===== src/rtl/icache_tag_ctrl.sv =====
// icache_tag_ctrl: lookup/miss/refill/flush sequencer for an N-way instruction-cache tag array
module icache_tag_ctrl #(
    parameter int N_WAYS     = 4,
    parameter int TAG_WIDTH  = 20,
    parameter int ADDR_WIDTH = 8
) (
    input  logic                        clk_i,
    input  logic                        rstn_i,
    input  logic                        lookup_valid_i,
    output logic                        lookup_ready_o,
    input  logic [TAG_WIDTH-1:0]        lookup_tag_i,
    input  logic [ADDR_WIDTH-1:0]       lookup_index_i,
    output logic                        hit_o,
    output logic                        miss_o,
    output logic [N_WAYS-1:0]           hit_way_o,
    output logic [N_WAYS-1:0]           tag_req_o,
    output logic [N_WAYS-1:0]           tag_we_o,
    output logic                        tag_vbit_o,
    output logic                        tag_flush_o,
    output logic [TAG_WIDTH-1:0]        tag_data_o,
    output logic [ADDR_WIDTH-1:0]       tag_addr_o,
    input  logic [N_WAYS*TAG_WIDTH-1:0] tag_data_i,
    input  logic [N_WAYS-1:0]           tag_vbit_i,
    output logic                        l2_req_o,
    input  logic                        l2_ack_i,
    output logic [TAG_WIDTH-1:0]        l2_tag_o,
    output logic [ADDR_WIDTH-1:0]       l2_index_o,
    input  logic                        l2_fill_valid_i,
    output logic                        refill_done_o,
    input  logic                        flush_i,
    output logic                        flush_done_o,
    output logic                        busy_o
);
    localparam int PW = $clog2(N_WAYS);
    typedef enum logic [2:0] {IDLE, COMPARE, MISS_REQ, MISS_WAIT, REFILL, FLUSH} state_t;
    state_t                state_q, state_d;
    logic [PW-1:0]         ptr_q, ptr_d, vic_q, vic_d, inv_idx;
    logic                  vic_rr_q, vic_rr_d, pend_q, pend_d, inv_any;
    logic [TAG_WIDTH-1:0]  tag_q, tag_d;
    logic [ADDR_WIDTH-1:0] idx_q, idx_d;
    logic [N_WAYS-1:0]     hit_first;
    assign tag_data_o = tag_q;
    assign l2_tag_o   = tag_q;
    assign l2_index_o = idx_q;
    assign busy_o     = (state_q != IDLE) || pend_q;
    // lowest-index hitting way and lowest-index invalid way (descending scan so the lowest wins)
    always_comb begin
        hit_first = '0;
        inv_idx   = '0;
        inv_any   = 1'b0;
        for (int w = N_WAYS - 1; w >= 0; w--) begin
            if (tag_vbit_i[w] && tag_data_i[w*TAG_WIDTH +: TAG_WIDTH] == tag_q) hit_first = N_WAYS'(1) << w;
            if (!tag_vbit_i[w]) begin
                inv_any = 1'b1;
                inv_idx = PW'(w);
            end
        end
    end
    // next-state and output decode
    always_comb begin
        state_d        = state_q;
        ptr_d          = ptr_q;
        vic_d          = vic_q;
        vic_rr_d       = vic_rr_q;
        tag_d          = tag_q;
        idx_d          = idx_q;
        pend_d         = pend_q | (flush_i & (state_q != IDLE));
        lookup_ready_o = 1'b0;
        hit_o          = 1'b0;
        miss_o         = 1'b0;
        hit_way_o      = '0;
        tag_req_o      = '0;
        tag_we_o       = '0;
        tag_vbit_o     = 1'b0;
        tag_flush_o    = 1'b0;
        tag_addr_o     = idx_q;
        l2_req_o       = 1'b0;
        refill_done_o  = 1'b0;
        flush_done_o   = 1'b0;
        case (state_q)
            IDLE: begin
                lookup_ready_o = !pend_q && !flush_i;
                if (pend_q || flush_i) state_d = FLUSH;
                else if (lookup_valid_i) begin
                    tag_d      = lookup_tag_i;
                    idx_d      = lookup_index_i;
                    tag_req_o  = '1;
                    tag_addr_o = lookup_index_i;
                    state_d    = COMPARE;
                end
            end
            COMPARE: begin
                if (|hit_first) begin
                    hit_o     = 1'b1;
                    hit_way_o = hit_first;
                    state_d   = IDLE;
                end else begin
                    miss_o   = 1'b1;
                    vic_d    = inv_any ? inv_idx : ptr_q;
                    vic_rr_d = !inv_any;
                    state_d  = MISS_REQ;
                end
            end
            MISS_REQ: begin
                l2_req_o = 1'b1;
                if (l2_ack_i) state_d = l2_fill_valid_i ? REFILL : MISS_WAIT;
            end
            MISS_WAIT: state_d = l2_fill_valid_i ? REFILL : MISS_WAIT;
            REFILL: begin
                refill_done_o = 1'b1;
                tag_vbit_o    = 1'b1;
                state_d       = IDLE;
                if (!pend_q) begin
                    tag_req_o = N_WAYS'(1) << vic_q;
                    tag_we_o  = N_WAYS'(1) << vic_q;
                    ptr_d     = vic_rr_q ? ptr_q + PW'(1) : ptr_q;
                end
            end
            FLUSH: begin
                tag_flush_o  = 1'b1;
                flush_done_o = 1'b1;
                pend_d       = 1'b0;
                state_d      = IDLE;
            end
            default: state_d = IDLE;
        endcase
    end
    // state registers with synchronous active-low reset
    always_ff @(posedge clk_i) begin
        if (!rstn_i) begin
            state_q  <= IDLE;
            ptr_q    <= '0;
            vic_q    <= '0;
            vic_rr_q <= 1'b0;
            pend_q   <= 1'b0;
            tag_q    <= '0;
            idx_q    <= '0;
        end else begin
            state_q  <= state_d;
            ptr_q    <= ptr_d;
            vic_q    <= vic_d;
            vic_rr_q <= vic_rr_d;
            pend_q   <= pend_d;
            tag_q    <= tag_d;
            idx_q    <= idx_d;
        end
    end
endmodule


===== config.mk =====
export PLATFORM = sky130hd
export DESIGN_NAME = icache_tag_ctrl
export DESIGN_NICKNAME = d
export VERILOG_FILES = /design/src/rtl/icache_tag_ctrl.sv
export SDC_FILE = /design/constraint.sdc
export NUM_CORES = 1
export LEC_CHECK = 0
export CAP_MARGIN = 20
export CELL_PAD_IN_SITES_DETAIL_PLACEMENT = 0
export CELL_PAD_IN_SITES_GLOBAL_PLACEMENT = 2
export CORE_MARGIN = 5
export CORE_UTILIZATION = 19
export CTS_CLUSTER_SIZE = 20
export DETAILED_ROUTE_END_ITERATION = 10
export PLACE_DENSITY_LB_ADDON = 0.1
export SLEW_MARGIN = 20
export SYNTH_ARGS = -nofsm -noshare
export SYNTH_HDL_FRONTEND = slang
export SYNTH_SLANG_ARGS = --single-unit

===== constraint.sdc =====
create_clock -name clk_i -period 4.15 [get_ports clk_i]
set_input_delay 0.83 -clock clk_i [delete_from_list [all_inputs] [get_ports clk_i]]
set_output_delay 0.83 -clock clk_i [all_outputs]
set_load 0.02 [all_outputs]

After elaboration in Yosys (flattened, before gate mapping)
Index checks and enable logic that the tools add are counted.
{"block": "op_classes", "n_eq_ne": 11, "mul": 0, "shifts": 1, "addsub": 1, "mux": 37, "div": 0, "magnitude_cmp": 0, "bitwise_logic": 6, "reduce_logical": 18}
{"op": "$eq 20x20->1", "n": 4}
{"op": "$mux 4", "n": 10}
{"op": "$mux 8", "n": 3}
{"op": "$mux 1", "n": 12}
{"op": "$mux 2", "n": 6}
{"op": "$mux 3", "n": 4}
{"op": "$pmux 3 s4", "n": 1}
{"op": "$pmux 4 s2", "n": 1}
{"op": "$eq 3x2->1 const B", "n": 2}
{"op": "$eq 3x3->1 const B", "n": 2}
{"op": "$reduce_and 3->1", "n": 2}
{"op": "$logic_and 1x1->1", "n": 5}
{"op": "$not 1->1", "n": 4}
{"op": "$reduce_and 2->1", "n": 2}
{"op": "$reduce_or 4->1", "n": 1}
{"op": "$shl 1x2->4 const A", "n": 1}
{"op": "$eq 3x1->1 const B", "n": 1}
{"op": "$logic_not 1->1", "n": 3}
{"op": "$logic_not 3->1", "n": 1}
{"op": "$ne 3x3->1 const B", "n": 1}
{"op": "$reduce_bool 3->1", "n": 1}
{"op": "$add 2x1->2 const B", "n": 1}
{"op": "$logic_or 1x1->1", "n": 2}
{"op": "$ne 2x2->1 const B", "n": 1}
{"op": "3 further kinds", "n": 3}
{"block": "word_totals", "memories": 0, "wordCells": 81, "mem_bits_rw": 0, "input_bits": 118, "mem_bits_ro": 0, "reg_bits": 37, "latch_bits": 0}

Logic depth before layout (Yosys ltp)
{"block": "depth", "depth_word": 9, "mapped_depth": 7, "depth_no_buf": 6}

Worst setup path after synthesis
OpenSTA, ideal clock, no wires.
{"block": "synth_timing", "path_type": "input to output", "startpoint": "in tag_data_i[48]", "endpoint": "out hit_way_o[2]", "setup_slack_ns": 1.253, "cell_stages": 5, "n_path_buf": 0, "arrival_ns": 2.067, "cell_sequence": "xnor2_1 -> nand4_1 -> nor4_1 -> nand4_1 -> nor3b_1"}
{"block": "synth_via", "elab_chain_cells": 8}
{"element": "start, declared", "line": "22", "source": "input logic [N_WAYS*TAG_WIDTH-1:0] tag_data_i,"}
{"element": "$eq 20x20->1 *", "line": "52", "source": "if (tag_vbit_i[w] && tag_data_i[w*TAG_WIDTH +: TAG_WIDTH] == tag_q) hit_first = N_WAYS'(1) << w;"}
{"element": "$logic_and 1x1->1 *", "line": "52"}
{"element": "$mux 4 * (3 in a row)", "line": "52"}
{"element": "$reduce_or 4->1", "line": "93", "source": "if (|hit_first) begin"}
{"element": "$mux 4 *", "line": "93"}
{"element": "$mux 4 *", "line": "80", "source": "case (state_q)"}
{"element": "end, declared", "line": "15", "source": "output logic [N_WAYS-1:0] hit_way_o,"}
Mark *: on every way between the ends. The rest lies on a longest branch, timed or not.

Final worst setup path
{"block": "layout_timing", "startpoint": "in tag_data_i[28]", "endpoint": "out hit_way_o[1]"}
{"block": "layout_via", "elab_chain_cells": 7}
{"element": "$eq 20x20->1 *", "line": "52"}
{"element": "$logic_and 1x1->1 *", "line": "52"}
{"element": "$mux 4 * (2 in a row)", "line": "52"}
{"element": "$reduce_or 4->1", "line": "93"}
{"element": "$mux 4 *", "line": "93"}
{"element": "$mux 4 *", "line": "80"}
Marked as above.

==> flow_metrics.tcl <==
set metrics [dict create \
    outcome "finished, final reports clean" \
    grt-ovfl-total 0 \
    tightestPinTransition_ps 719 \
    initial_core_utilization_pct 19.1 \
    min_period_over_period_pct 96.6 \
    register_to_register_path_depth 8 \
    worstPathCellList "clkdlybuf4s50_1 > xnor2_1 > nand4_1 > nor4_2 > nand4_1 > buf_4 > nor2_1 > clkdlybuf4s50_1" \
    setup.worst_path.end_class "output pin" \
    die_w_um 130 \
    worst_slack_ps 141 \
    htreeDepth 2 \
    clk_path_buf_depth 2 \
    min_period_ps 4010 \
    worst-endpoint-arrival_ps 3180 \
    vdd.ir_drop.worst_mv 0.168 \
    clk-insertion-delay-late_ps 290 \
    avgRoutedWirePerCell_um 17.5 \
    tritoncts.num_buffers 5 \
    cap_violations 0 \
    finalSetupViolCount 0 \
    antenna_found_initial 0 \
    power_switching_share_pct 36.2 \
    synth_sequential_area_ratio_pct 26.9 \
    synth_cell_types 31 \
    die_height_um 130 \
    finalCoreUtilization_pct 33.8 \
    grt_start_max_net_pins 20 \
    postRouteWirelength_um 12200 \
    final-max-slew-violation-count 0 \
    yosys.area.top_type "dfxtp_1" \
    grt_first_pass_wirelength_um 17800 \
    via_count 2853 \
    postSynthRegisterBits 37 \
    post-route-drc-count 0 \
    std_cell_rows 44 \
    post_synthesis_instance_area_sq_mm 0.00275 \
    rr_startpoint "l2_tag_o[18]" \
    fin_worst_skew_ps 5.43 \
    antenna_cells 0 \
    area_growth_pct 76.6 \
    globalRouteTotalUtil_pct 14.2 \
    synth_fp_nets 472 \
    cp-start-kind "primary input" \
    worst_setup_hold_path_clk_slew_ps 60 \
    num-nets-final 634 \
    critical_path_class "in -> out" \
    final_cells 701 \
    route.detailed.vias_per_inst 4.07 \
    clock_sinks 37 \
    cellPowerDensity_mw_per_mm2 324 \
    finalHoldViolations 0 \
    fin_total_pwr_mw 1.57 \
    regToRegEndpoint "vic_q[1]" \
    power.leakage_nw 1.75 \
    relSlewSlack_pct 51.9 \
    drtPass1Iterations 4 \
    fillCellCount 1519 \
    worst_setup_path_startpoint "tag_data_i[28]" \
    tritoncts "done" \
    grt_pass1_vias 2947 \
    dieArea_sq_mm 0.0170 \
    place_worst_setup_slack_ps 43.5 \
    drtIter0Drc 65 \
    clock.fmax_ghz 0.249 \
    layout_common_cells "192 x clkdlybuf4s50_1, 76 x nand2_1, 66 x xnor2_1" \
    placed_cell_area_sq_mm 0.00470 \
    layout_commonest_cell "clkdlybuf4s50_1" \
    cp_data_required_time_ps 3320 \
    final_layout_size_suffix_gt1_share_pct 5.03 \
    yosys_warnings 0 \
    cts_setup_buffers 0 \
    hold_ws_ps 476 \
    clock_share_of_power_pct 24.3 \
    timing.hold.worst.class "reg -> reg" \
    cts.root.buffer_cell "clkbuf_16" \
    worst_path_largest_cell_delay_ps 670 \
    synth_top_area_share_pct 26.9 \
    grt_setup_unrepaired "no" \
    dp.final_hpwl_um 9880 \
    power_switching_mw 0.569 \
    finish.instance_area_sq_mm 0.00485 \
    place_congestion 0.750 \
    avgSynthCellArea_sq_um 7.77 \
    route.antenna.remaining_nets 0 \
    timing.setup.tns_ps 0 \
    crit_path_max_fanout 4 \
    power.combinational.fraction_pct 45.9 \
    timing.critical_path.to "hit_way_o[1]" \
    design.core.area_sq_mm 0.0144 \
    setup.reg_to_reg.worst_slack_ps 1880 \
    cellInternalPower_mw 1.00 \
    seq_power_share_pct 29.8 \
    post_synth_inst_count 354 \
    place.detailed.instances 693 \
    ioPinCount 195 \
    critical-path-slowest-cell "clkdlybuf4s50_1" \
    synth_top_cells_by_area "dfxtp_1 27%, xnor2_1 21%, nand2_1 10%" \
    place.port_buffers 194 \
]
==> cell families (layout without fill, tap and decap cells) <==
logic type / count (synthesis) / in the layout / share of synthesized area, %
DFF: 37 / 37 / 26.9
muxes: 3 / 3 / 1.09
AOI/OAI and AO/OA: 33 / 33 / 8.28
buffers and inverters: 56 / 219 / 12.2
and+or+nand+nor: 143 / 143 / 25.3
xor gates and xnor gates: 82 / 82 / 26.1
==> worst min path at each step <==
| stage | from | to | slack [ps] | cells past startpoint |
|---|---|---|---|---|
| 6_report | vic_rr_q | vic_rr_q | 480 | 2 |
| 5_1_grt | vic_rr_q | vic_rr_q | 500 | 2 |
| 4_1_cts | vic_rr_q | vic_rr_q | 480 | 2 |
| 3_5_place_dp | vic_rr_q | vic_rr_q | 470 | 2 |
| 3_3_place_gp | vic_rr_q | vic_rr_q | 470 | 2 |
| 2_1_floorplan | vic_rr_q | vic_rr_q | 450 | 2 |
==> power by group through the flow <==
stage / sequential, mW / clock (mW) / combinational, mW
4_1_cts: 0.473 / 0.403 / 0.733
3_3_place_gp: 0.481 / 0 / 0.729
5_1_grt: 0.479 / 0.415 / 0.782
2_1_floorplan: 0.460 / 0 / 0.403
3_5_place_dp: 0.481 / 0 / 0.727
6_report: 0.468 / 0.382 / 0.721
==> worst max-delay path, delay by kind of cell <==
kind                   cells  cell delay (ps)
XOR/XNOR                   1              220
buffers and inverters      3             1280
AND/OR/NAND/NOR            4              840
==> synthesized netlist by cell type <==
| cell type | instances |
|---|---|
| a21boi_0 | 10 |
| a21boi_1 | 10 |
| a21oi_1 | 2 |
| a41o_1 | 1 |
| a41oi_1 | 1 |
| and2_1 | 11 |
| and3_1 | 2 |
| buf_2 | 20 |
| buf_4 | 23 |
| buf_6 | 2 |
| clkbuf_1 | 7 |
| dfxtp_1 | 37 |
| inv_1 | 4 |
| mux2i_1 | 3 |
| nand2_1 | 76 |
| nand2b_1 | 3 |
| nand3_1 | 8 |
| nand3b_1 | 1 |
| nand4_1 | 16 |
| nand4b_2 | 1 |
| nor2_1 | 8 |
| nor2_4 | 1 |
| nor3_1 | 2 |
| nor3b_1 | 3 |
| nor4_1 | 9 |
| o21ai_0 | 8 |
| o311ai_0 | 1 |
| or2_2 | 1 |
| or4_4 | 1 |
| xnor2_1 | 66 |
| xor2_1 | 16 |
==> what timing repair did <==
action	4_1_cts	5_1_grt
setup endpoints to repair	0	5
gates resized for setup	0	4
hold buffers	0	0
==> area by class of cell <==
cell class	count	area, sq um	area share [%]
clock inverters	2	10.0	0.206
well taps	184	230	4.74
multi-input cells	261	1680	34.7
clock buffers	6	129	2.66
flip-flops and latches	37	741	15.3
inverters	4	15.0	0.309
repair buffers	207	2040	42.1
==> state kept, by name, summed over array words and instances (netlist names) <==
register    cells
l2_index_o      8
state_q         3
pend_q          1
ptr_q           2
vic_rr_q        1
vic_q           2
l2_tag_o       20
==> per-layer routing <==
layer / up-vias / GRT usage [%] / part of all wire [%]
li1: 1450 / - / -
met1: 1271 / 17.0 / 42
met2: 126 / 23.1 / 45
met3: 6 / 6.79 / 12
met4: 0 / 2.93 / 0.88
met5: - / 0 / 0
(Power assumes the default switching activity.)
